<file path="src/rtl/seq_pattern_gen_pkg.sv">
// Shared types and constants for the serial pattern transmitter.
// Provides the FSM state encoding and the prefix/suffix overlap helper.
package seq_pattern_pkg;

  typedef enum logic [1:0] {ST_IDLE, ST_SEND, ST_GAP, ST_FIN} state_t;

  localparam int         DEF_PAT_W   = 4;
  localparam logic [3:0] DEF_PATTERN = 4'b1011;

  // Longest proper prefix of pat[w-1:0] that is also a suffix; 0 if none.
  function automatic int calc_ovl(input logic [31:0] pat, input int w);
    int ovl;
    ovl = 0;
    for (int k = w - 1; k >= 1; k--) begin
      if (ovl == 0 && (pat >> (w - k)) == (pat & ((32'd1 << k) - 32'd1)))
        ovl = k;
    end
    return ovl;
  endfunction

endpackage

</file>
<file path="src/rtl/seq_pattern_gen_if.sv">
// Request/serial-output bundle between a burst requester and seq_pattern_gen.
interface seq_pattern_gen_if #(parameter int CNT_W = 8);
  logic             start;
  logic [CNT_W-1:0] count;
  logic             abort;
  logic             out_bit;
  logic             out_valid;
  logic             busy;
  logic             done;

  modport master (output start, count, abort, input out_bit, out_valid, busy, done);
  modport slave  (input start, count, abort, output out_bit, out_valid, busy, done);
endinterface

</file>
<file path="src/rtl/seq_pattern_gen.sv">
// Serial pattern transmitter: sends PATTERN MSB first, count times, with GAP idle cycles.
// SEQ_PATTERN_GEN_OVERLAP_EN: later repeats skip the self-overlapping prefix and GAP is forced to 0.
module seq_pattern_gen
  import seq_pattern_pkg::*;
#(
  parameter int               PAT_W   = DEF_PAT_W,
  parameter logic [PAT_W-1:0] PATTERN = DEF_PATTERN,
  parameter int               CNT_W   = 8,
  parameter int               GAP     = 0
) (
  input  logic              clk,
  input  logic              reset,
  seq_pattern_gen_if.slave  bus
);

`ifdef SEQ_PATTERN_GEN_OVERLAP_EN
  localparam int OVL   = calc_ovl(32'(PATTERN), PAT_W);
  localparam int GAP_E = 0;
`else
  localparam int OVL   = 0;
  localparam int GAP_E = GAP;
`endif

  localparam int               IDX_W   = $clog2(PAT_W);
  localparam logic [IDX_W-1:0] IDX_TOP = IDX_W'(PAT_W - 1);
  localparam logic [IDX_W-1:0] IDX_RLD = IDX_W'(PAT_W - 1 - OVL);
  localparam int               GAP_W   = (GAP_E > 1) ? $clog2(GAP_E) : 1;
  localparam logic [GAP_W-1:0] GAP_LD  = GAP_W'((GAP_E > 0) ? GAP_E - 1 : 0);

  state_t           state;
  logic [IDX_W-1:0] idx;   // index of the bit currently on out_bit
  logic [CNT_W-1:0] rep;   // repeats remaining, including the one in flight
  logic [GAP_W-1:0] gcnt;

  always_ff @(posedge clk) begin
    if (reset) begin
      state         <= ST_IDLE;
      idx           <= '0;
      rep           <= '0;
      gcnt          <= '0;
      bus.out_bit   <= 1'b0;
      bus.out_valid <= 1'b0;
      bus.busy      <= 1'b0;
      bus.done      <= 1'b0;
    end else begin
      bus.out_bit   <= 1'b0;
      bus.out_valid <= 1'b0;
      bus.done      <= 1'b0;
      if (bus.abort && state != ST_IDLE) begin
        state    <= ST_IDLE;
        bus.busy <= 1'b0;
      end else begin
        case (state)
          ST_IDLE: if (bus.start) begin
            if (bus.count != '0) begin
              state         <= ST_SEND;
              rep           <= bus.count;
              idx           <= IDX_TOP;
              bus.out_bit   <= PATTERN[IDX_TOP];
              bus.out_valid <= 1'b1;
              bus.busy      <= 1'b1;
            end else begin
              state    <= ST_FIN;
              bus.done <= 1'b1;
            end
          end
          ST_SEND: begin
            if (idx != '0) begin
              idx           <= idx - 1'b1;
              bus.out_bit   <= PATTERN[idx - 1'b1];
              bus.out_valid <= 1'b1;
            end else if (rep == CNT_W'(1)) begin
              state    <= ST_FIN;
              bus.busy <= 1'b0;
              bus.done <= 1'b1;
            end else begin
              rep <= rep - CNT_W'(1);
              if (GAP_E > 0) begin
                state <= ST_GAP;
                gcnt  <= GAP_LD;
              end else begin
                idx           <= IDX_RLD;
                bus.out_bit   <= PATTERN[IDX_RLD];
                bus.out_valid <= 1'b1;
              end
            end
          end
          ST_GAP: begin
            if (gcnt == '0) begin
              state         <= ST_SEND;
              idx           <= IDX_RLD;
              bus.out_bit   <= PATTERN[IDX_RLD];
              bus.out_valid <= 1'b1;
            end else begin
              gcnt <= gcnt - 1'b1;
            end
          end
          default: state <= ST_IDLE;  // FIN: done already registered on entry
        endcase
      end
    end
  end

endmodule

</file>
<file path="src/flat_wrapper.sv">
// flat-port wrapper written by rule: the top's interface ports become plain ports
module seq_pattern_gen_flat import seq_pattern_pkg::*;
#(
  parameter int               PAT_W   = DEF_PAT_W,
  parameter logic [PAT_W-1:0] PATTERN = DEF_PATTERN,
  parameter int               CNT_W   = 8,
  parameter int               GAP     = 0
)
  (clk, reset, bus_start, bus_count, bus_abort, bus_out_bit, bus_out_valid, bus_busy, bus_done);
  seq_pattern_gen_if #(.CNT_W(CNT_W)) bus_i ();
  input  logic clk;
  input  logic reset;
  input wire logic [$bits(bus_i.start)-1:0] bus_start;
  input wire logic [$bits(bus_i.count)-1:0] bus_count;
  input wire logic [$bits(bus_i.abort)-1:0] bus_abort;
  output wire logic [$bits(bus_i.out_bit)-1:0] bus_out_bit;
  output wire logic [$bits(bus_i.out_valid)-1:0] bus_out_valid;
  output wire logic [$bits(bus_i.busy)-1:0] bus_busy;
  output wire logic [$bits(bus_i.done)-1:0] bus_done;
  assign bus_i.start = bus_start;
  assign bus_i.count = bus_count;
  assign bus_i.abort = bus_abort;
  assign bus_out_bit = bus_i.out_bit;
  assign bus_out_valid = bus_i.out_valid;
  assign bus_busy = bus_i.busy;
  assign bus_done = bus_i.done;
  seq_pattern_gen #(.PAT_W(PAT_W), .PATTERN(PATTERN), .CNT_W(CNT_W), .GAP(GAP)) u_core (.clk(clk), .reset(reset), .bus(bus_i));
endmodule
</file>
<file path="config.mk">
export PLATFORM = sky130hd
export DESIGN_NAME = seq_pattern_gen_flat
export DESIGN_NICKNAME = d
export VERILOG_FILES = /design/src/rtl/seq_pattern_gen_pkg.sv /design/src/rtl/seq_pattern_gen_if.sv /design/src/rtl/seq_pattern_gen.sv /design/src/flat_wrapper.sv
export SDC_FILE = /design/constraint.sdc
export NUM_CORES = 1
export LEC_CHECK = 0
export BUFFER_PORTS_ARGS = -buffer_cell sky130_fd_sc_hd__buf_4
export CORE_MARGIN = 1
export CORE_UTILIZATION = 42
export CTS_BUF_LIST = sky130_fd_sc_hd__clkbuf_2 sky130_fd_sc_hd__clkbuf_4 sky130_fd_sc_hd__clkbuf_8
export CTS_CLUSTER_SIZE = 20
export DETAILED_ROUTE_END_ITERATION = 12
export PLACE_DENSITY = 0.58
export SLEW_MARGIN = 20
export SYNTH_ARGS = -nofsm -noshare
export SYNTH_HDL_FRONTEND = slang
export SYNTH_SLANG_ARGS = --single-unit
</file>
<file path="constraint.sdc">
create_clock -name clk -period 5.2 [get_ports clk]
set_input_delay 0.78 -clock clk [delete_from_list [all_inputs] [get_ports clk]]
set_output_delay 0.78 -clock clk [all_outputs]
set_load 0.005 [all_outputs]
</file>
# After elaboration in Yosys (flattened, before gate mapping)
# Index checks and enable logic that the tools add are counted.
[word_totals]
inputBits = 12
reg_bits = 17
elab_cells = 74
output_inout_bits = 4
[op_classes]
order_cmp = 1
bitwise_logic = 1
n_reduce_logical = 13
eq_ne = 10
mux = 38
n_addsub = 3
[op_table]
columns = ["cell", "count"]
rows = [
  ["two-way mux 8 bit", 4],
  ["two-way mux 2 bit", 10],
  ["two-way mux 1 bit", 16],
  ["case mux 8 bit (2 select lines)", 1],
  ["case mux 2 bit (3 select lines)", 2],
  ["AND reduction 6 bit", 2],
  ["== test 8 x 1 -> 1 bit (second input constant)", 1],
  ["inequality test 2 bit (second input constant)", 4],
  ["nonzero test 8 bit", 1],
  ["subtractor 8 x 1 -> 8 bit (second input constant)", 1],
  ["case mux 1 bit (3 select lines)", 2],
  ["nonzero test 2 bit", 3],
  ["AND reduction 5 bit", 1],
  ["inequality test 2 x 1 -> 1 bit (second input constant)", 2],
  ["case mux 1 bit (2 select lines)", 2],
  ["AND reduction 4 bit", 1],
  ["< comparator 2 x 3 -> 1 bit (second input constant)", 1],
  ["inequality test 3 x 2 -> 1 bit (second input constant)", 1],
  ["nonzero test 3 bit", 1],
  ["binary-select mux 1 bit (select 2 bit)", 1],
  ["== test 2 x 1 -> 1 bit (second input constant)", 1],
  ["== test 2 bit (second input constant)", 1],
  ["zero test 2 bit", 1],
  ["AND reduction 2 bit", 1],
  ["5 further kinds", 5],
]

# Depth between registers and ports, before layout
[depth]
depth_word = 5
ltp_mapped = 7
depth_no_buf = 6

# Worst setup path before layout
# Ideal clock, no wire load.
[synth_path]
path_kind = "input to register"
from = "in bus_abort"
to = "reg u_core.rep[6]"
setup_time_ps = 67
stages = 5
arrival_time_ps = 2041
n_path_buf = 1
required_ps = 5133
setup_slack_ps = 3092
cell_sequence = "or3b_4 a311o_4 buf_6 a22o_1 a21oi_2"
[synth_via]
elab_chain_len = 3
[synth_lines]
columns = ["element", "line_no", "rtl"]
rows = [
  ["from (decl)", "flat_wrapper.sv:15", "input wire logic [$bits(bus_i.abort)-1:0] bus_abort;"],
  ["logical AND 1 bit", "seq_pattern_gen.sv:49", "if (bus.abort && state != ST_IDLE) begin"],
  ["inverter 1 bit (no line)", "-", ""],
  ["AND reduction 6 bit (no line)", "-", ""],
  ["to (signal assigned)", "seq_pattern_gen.sv:57", "rep <= bus.count;"],
  ["to (signal assigned)", "seq_pattern_gen.sv:77", "rep <= rep - CNT_W'(1);"],
  ["to (decl)", "seq_pattern_gen.sv:32", "logic [CNT_W-1:0] rep;"],
]
# No other way between the ends.
# A chain may end at the register's enable or synchronous reset.

# Final worst setup path
[layout_path]
from = "in bus_count[4]"
to = "reg u_core.rep[1]"
[layout_via]
elab_chain_len = 3
[layout_lines]
columns = ["element", "line_no", "rtl"]
rows = [
  ["from (decl)", "flat_wrapper.sv:14", "input wire logic [$bits(bus_i.count)-1:0] bus_count;"],
  ["nonzero test 8 bit", "seq_pattern_gen.sv:55", "if (bus.count != '0) begin"],
  ["inequality test 2 x 1 -> 1 bit (no line)", "-", ""],
  ["AND reduction 6 bit (no line)", "-", ""],
]
# No other way between the ends.

==> summary.md <==
| Metric | Value |
|---|---|
| VDD IR-drop max | 201 uV |
| Slowest-stage cell, CP | nor4_1 |
| Unique cell type count in the Yosys netlist | 40 |
| Post-CTS Resized | 0 |
| Area Growth Syn to Fin | 14.1% |
| Critical Path AT | 2.50 ns |
| Initial drt markers | 30 |
| Status | completed |
| GRT overflow | 0 |
| P_sw | 0.0961 mW |
| PnR worst setup slack | 2.90 ns |
| Startpoint Class | primary input |
| Num Clock Sinks | 16 |
| Leak | 0.477 nW |
| Port bufs | 15 |
| Asr flop ratio synth | 0 |
| First-pass detailed-route iteration total | 4 |
| RSZ-0062 raised after global routing | no |
| Via density | 5.90 |
| # fillers | 212 |
| Die Y | 51.7 um |
| Yosys warns | 0 |
| Share of post-route cells with drive strength above 1 | 0.191 |
| Flop and latch count out of synthesis | 16 |
| Postcts setup bufs | 0 |
| Io pins | 16 |
| Slew Limit Fails | 0 |
| Final setup viols | 0 |
| Power Internal | 0.211 mW |
| H-tree Lvls | 1 |
| Syn avg cell area | 8.36 um^2 |
| Largest net degree at the start of global routing | 18 |
| Hold WS | 0.488 ns |
| Crit path largest cell delay | 0.62 ns |
| Total number of vias | 967 |
| Comb pwr share | 0.261 |
| FF-to-FF setup slack | 3.20 ns |
| Clock power share | 0.276 |
| Vias in the first global route | 821 |
| HPWL Detailed | 1.69 mm |
| Slew Limit Headroom | 0.519 |
| Max FO, Critical Path | 17 |
| Critical Path RT | 5.40 ns |
| PwrDens | 260 nW/um^2 |
| Initial antenna violation count | 0 |
| Fmax | 0.435 GHz |
| Drt drc | 0 |
| Hold WC Path Type | reg -> reg |
| Fin. Hold Viols | 0 |
| Final Wtd Congestion | 0.806 |
| Slew @ Worst Pin | 0.716 ns |
| Cells after Synth | 124 |
| Bufs and invs on worst path | 1 |
| CP Class | in -> reg |
| Syn_nets | 140 |
| Sequential-to-total area share from yosys stat | 0.309 |
| Initial Util | 0.456 |
| Post-synth EDFFs | 0 |
| DR WL/cell | 14.5 um |
| Antenna cells | 0 |
| CP Cell Sequence | buf_4 -> nor4_1 -> a211o_1 -> a221oi_1 -> a311oi_1 |
| Drt total wl | 2.37 mm |
| TritonCTS clock tree | yes |
| Max Cap Viol | 0 |
| GR Util All Layers | 0.198 |
| Clk buf depth | 2 |
| Final worst path period share | 0.442 |
| Row count | 17 |
| Top delay family on crit path | compound AO/OA/AOI/OAI gates |
| CTS Buf Count | 3 |
| Dpl ws | 2.64 ns |
| Flop pwr share | 0.464 |
| Clock root cell | clkbuf_4 |
| Cts hold-fix bufs | 0 |
| Switch share | 0.313 |
| Clock slew seen by the registers of the worst setup and hold paths | 0.10 ns |
| Main flop type after synthesis | dfxtp_1 |
| Total Nets Final | 153 |
| Total die area | 2670 um^2 |
| ANT nets after route | 0 |
| Clock Skew | 0.00528 ns |
| Period minus WS final | 2.30 ns |
| Die width | 51.7 um |
| Netlist Area Pre-Place | 1040 um^2 |
| First-pass GRT wire length | 3.94 mm |
| Setup tns final | 0 ns |
| Clk_lat worst skew | 0.29 ns |
| Worst Setup End Kind | flop |
| Core area | 2280 um^2 |
## synth_stat cells (3+ instances only)
| master | n | area, um^2 |
|---|---|---|
| nand3_1 | 5 | 25.0 |
| a21oi_1 | 12 | 60.1 |
| a211o_1 | 3 | 26.3 |
| clkbuf_1 | 3 | 11.3 |
| o21ai_1 | 5 | 25.0 |
| nor3_1 | 5 | 25.0 |
| and4bb_2 | 3 | 37.5 |
| inv_1 | 8 | 30.0 |
| nand2b_1 | 6 | 37.5 |
| buf_2 | 3 | 15.0 |
| nand2_1 | 5 | 18.8 |
| a221o_1 | 4 | 40.0 |
| mux2i_1 | 3 | 30.0 |
| ha_1 | 4 | 50.1 |
| and3_1 | 3 | 18.8 |
| nor2_1 | 7 | 26.3 |
| dfxtp_1 | 16 | 320 |
## placed cells by master, fill, tap and decap left out, types with 2 or more instances in the layout
master     n
buf_4     15
mux2i_1    3
o21a_1     2
a31oi_1    2
clkbuf_4   3
nand2_1    5
nand2b_1   6
and4bb_2   3
a211oi_1   2
a221o_1    4
nand4_1    2
nand3_1    5
a211o_1    3
o21ai_1    5
dfxtp_1   16
a221oi_1   2
nor4_1     2
nor2_1     7
and3_1     3
ha_1       4
nor3_1     5
a21oi_1   12
inv_1      8
## area by class of cell
| cell class | instances | area [um^2] | area share |
|---|---|---|---|
| inverters | 8 | 30.0 | 0.0254 |
| flip-flops and latches | 16 | 320 | 0.271 |
| clock buffers | 4 | 36.3 | 0.0307 |
| repair buffers | 15 | 113 | 0.0951 |
| multi-input cells | 93 | 649 | 0.549 |
| well taps | 28 | 35.0 | 0.0296 |
## worst reg2reg max path: stages, from the launching register on
cell	delay, ns
dfxtp_1	0.55
or3b_4	0.45
a311o_4	0.48
a211o_1	0.31
a31oi_1	0.14
## path summary, 6_finish.rpt
path	startpoint	to	depth (start not counted)
setup / recovery	bus_count[4]	u_core.rep[1]	5
hold / removal	u_core.rep[7]	u_core.rep[7]	2
setup reg to reg	u_core.state[0]	u_core.rep[0]	4
hold reg to reg	u_core.rep[7]	u_core.rep[7]	2
## sequential cells by signal (all words and copies together), names as in the netlist
name	cells
u_core.bus.busy	1
u_core.bus.out_bit	1
u_core.bus.out_valid	1
u_core.idx	2
u_core.state	2
u_core.bus.done	1
u_core.rep	8
## per-stage QoR
step / area, um^2 / utilization / total power, mW / cells
global placement: 1150 / 0.504 / 0.223 / 160
detailed placement: 1150 / 0.504 / 0.224 / 160
floorplan: 1040 / - / 0.202 / 124
global route: 1180 / 0.520 / 0.327 / 164
finish: 1180 / 0.520 / 0.307 / 164
CTS: 1180 / 0.520 / 0.309 / 164
## power by group through the flow
stage / clock, mW / combinational [mW] / sequential, mW
floorplan: 0 / 0.0594 / 0.142
global placement: 0 / 0.0784 / 0.145
detailed placement: 0 / 0.0790 / 0.145
CTS: 0.0873 / 0.0796 / 0.142
global route: 0.0927 / 0.0900 / 0.144
finish: 0.0847 / 0.0801 / 0.143
## layer usage
layer | vias to the layer above | global-route usage | share of wire
li1 | 491 | - | -
met1 | 445 | 0.274 | 0.50
met2 | 27 | 0.299 | 0.44
met3 | 4 | 0.0556 | 0.045
met4 | 0 | 0.0541 | 0.0076
met5 | - | 0 | 0
## logic make-up (layout without fill, tap and decap cells)
family                     count (synthesis)  count (layout)  share of synthesized area
AOI/OAI and AO/OA                         40              40                      0.276
and+or+nand+nor                           46              46                      0.273
adders and majority gates                  4               4                     0.0483
muxes                                      3               3                     0.0290
buffers and inverters                     15              27                     0.0651
DFF                                       16              16                      0.309
Power figures use the tool's default switching activity.
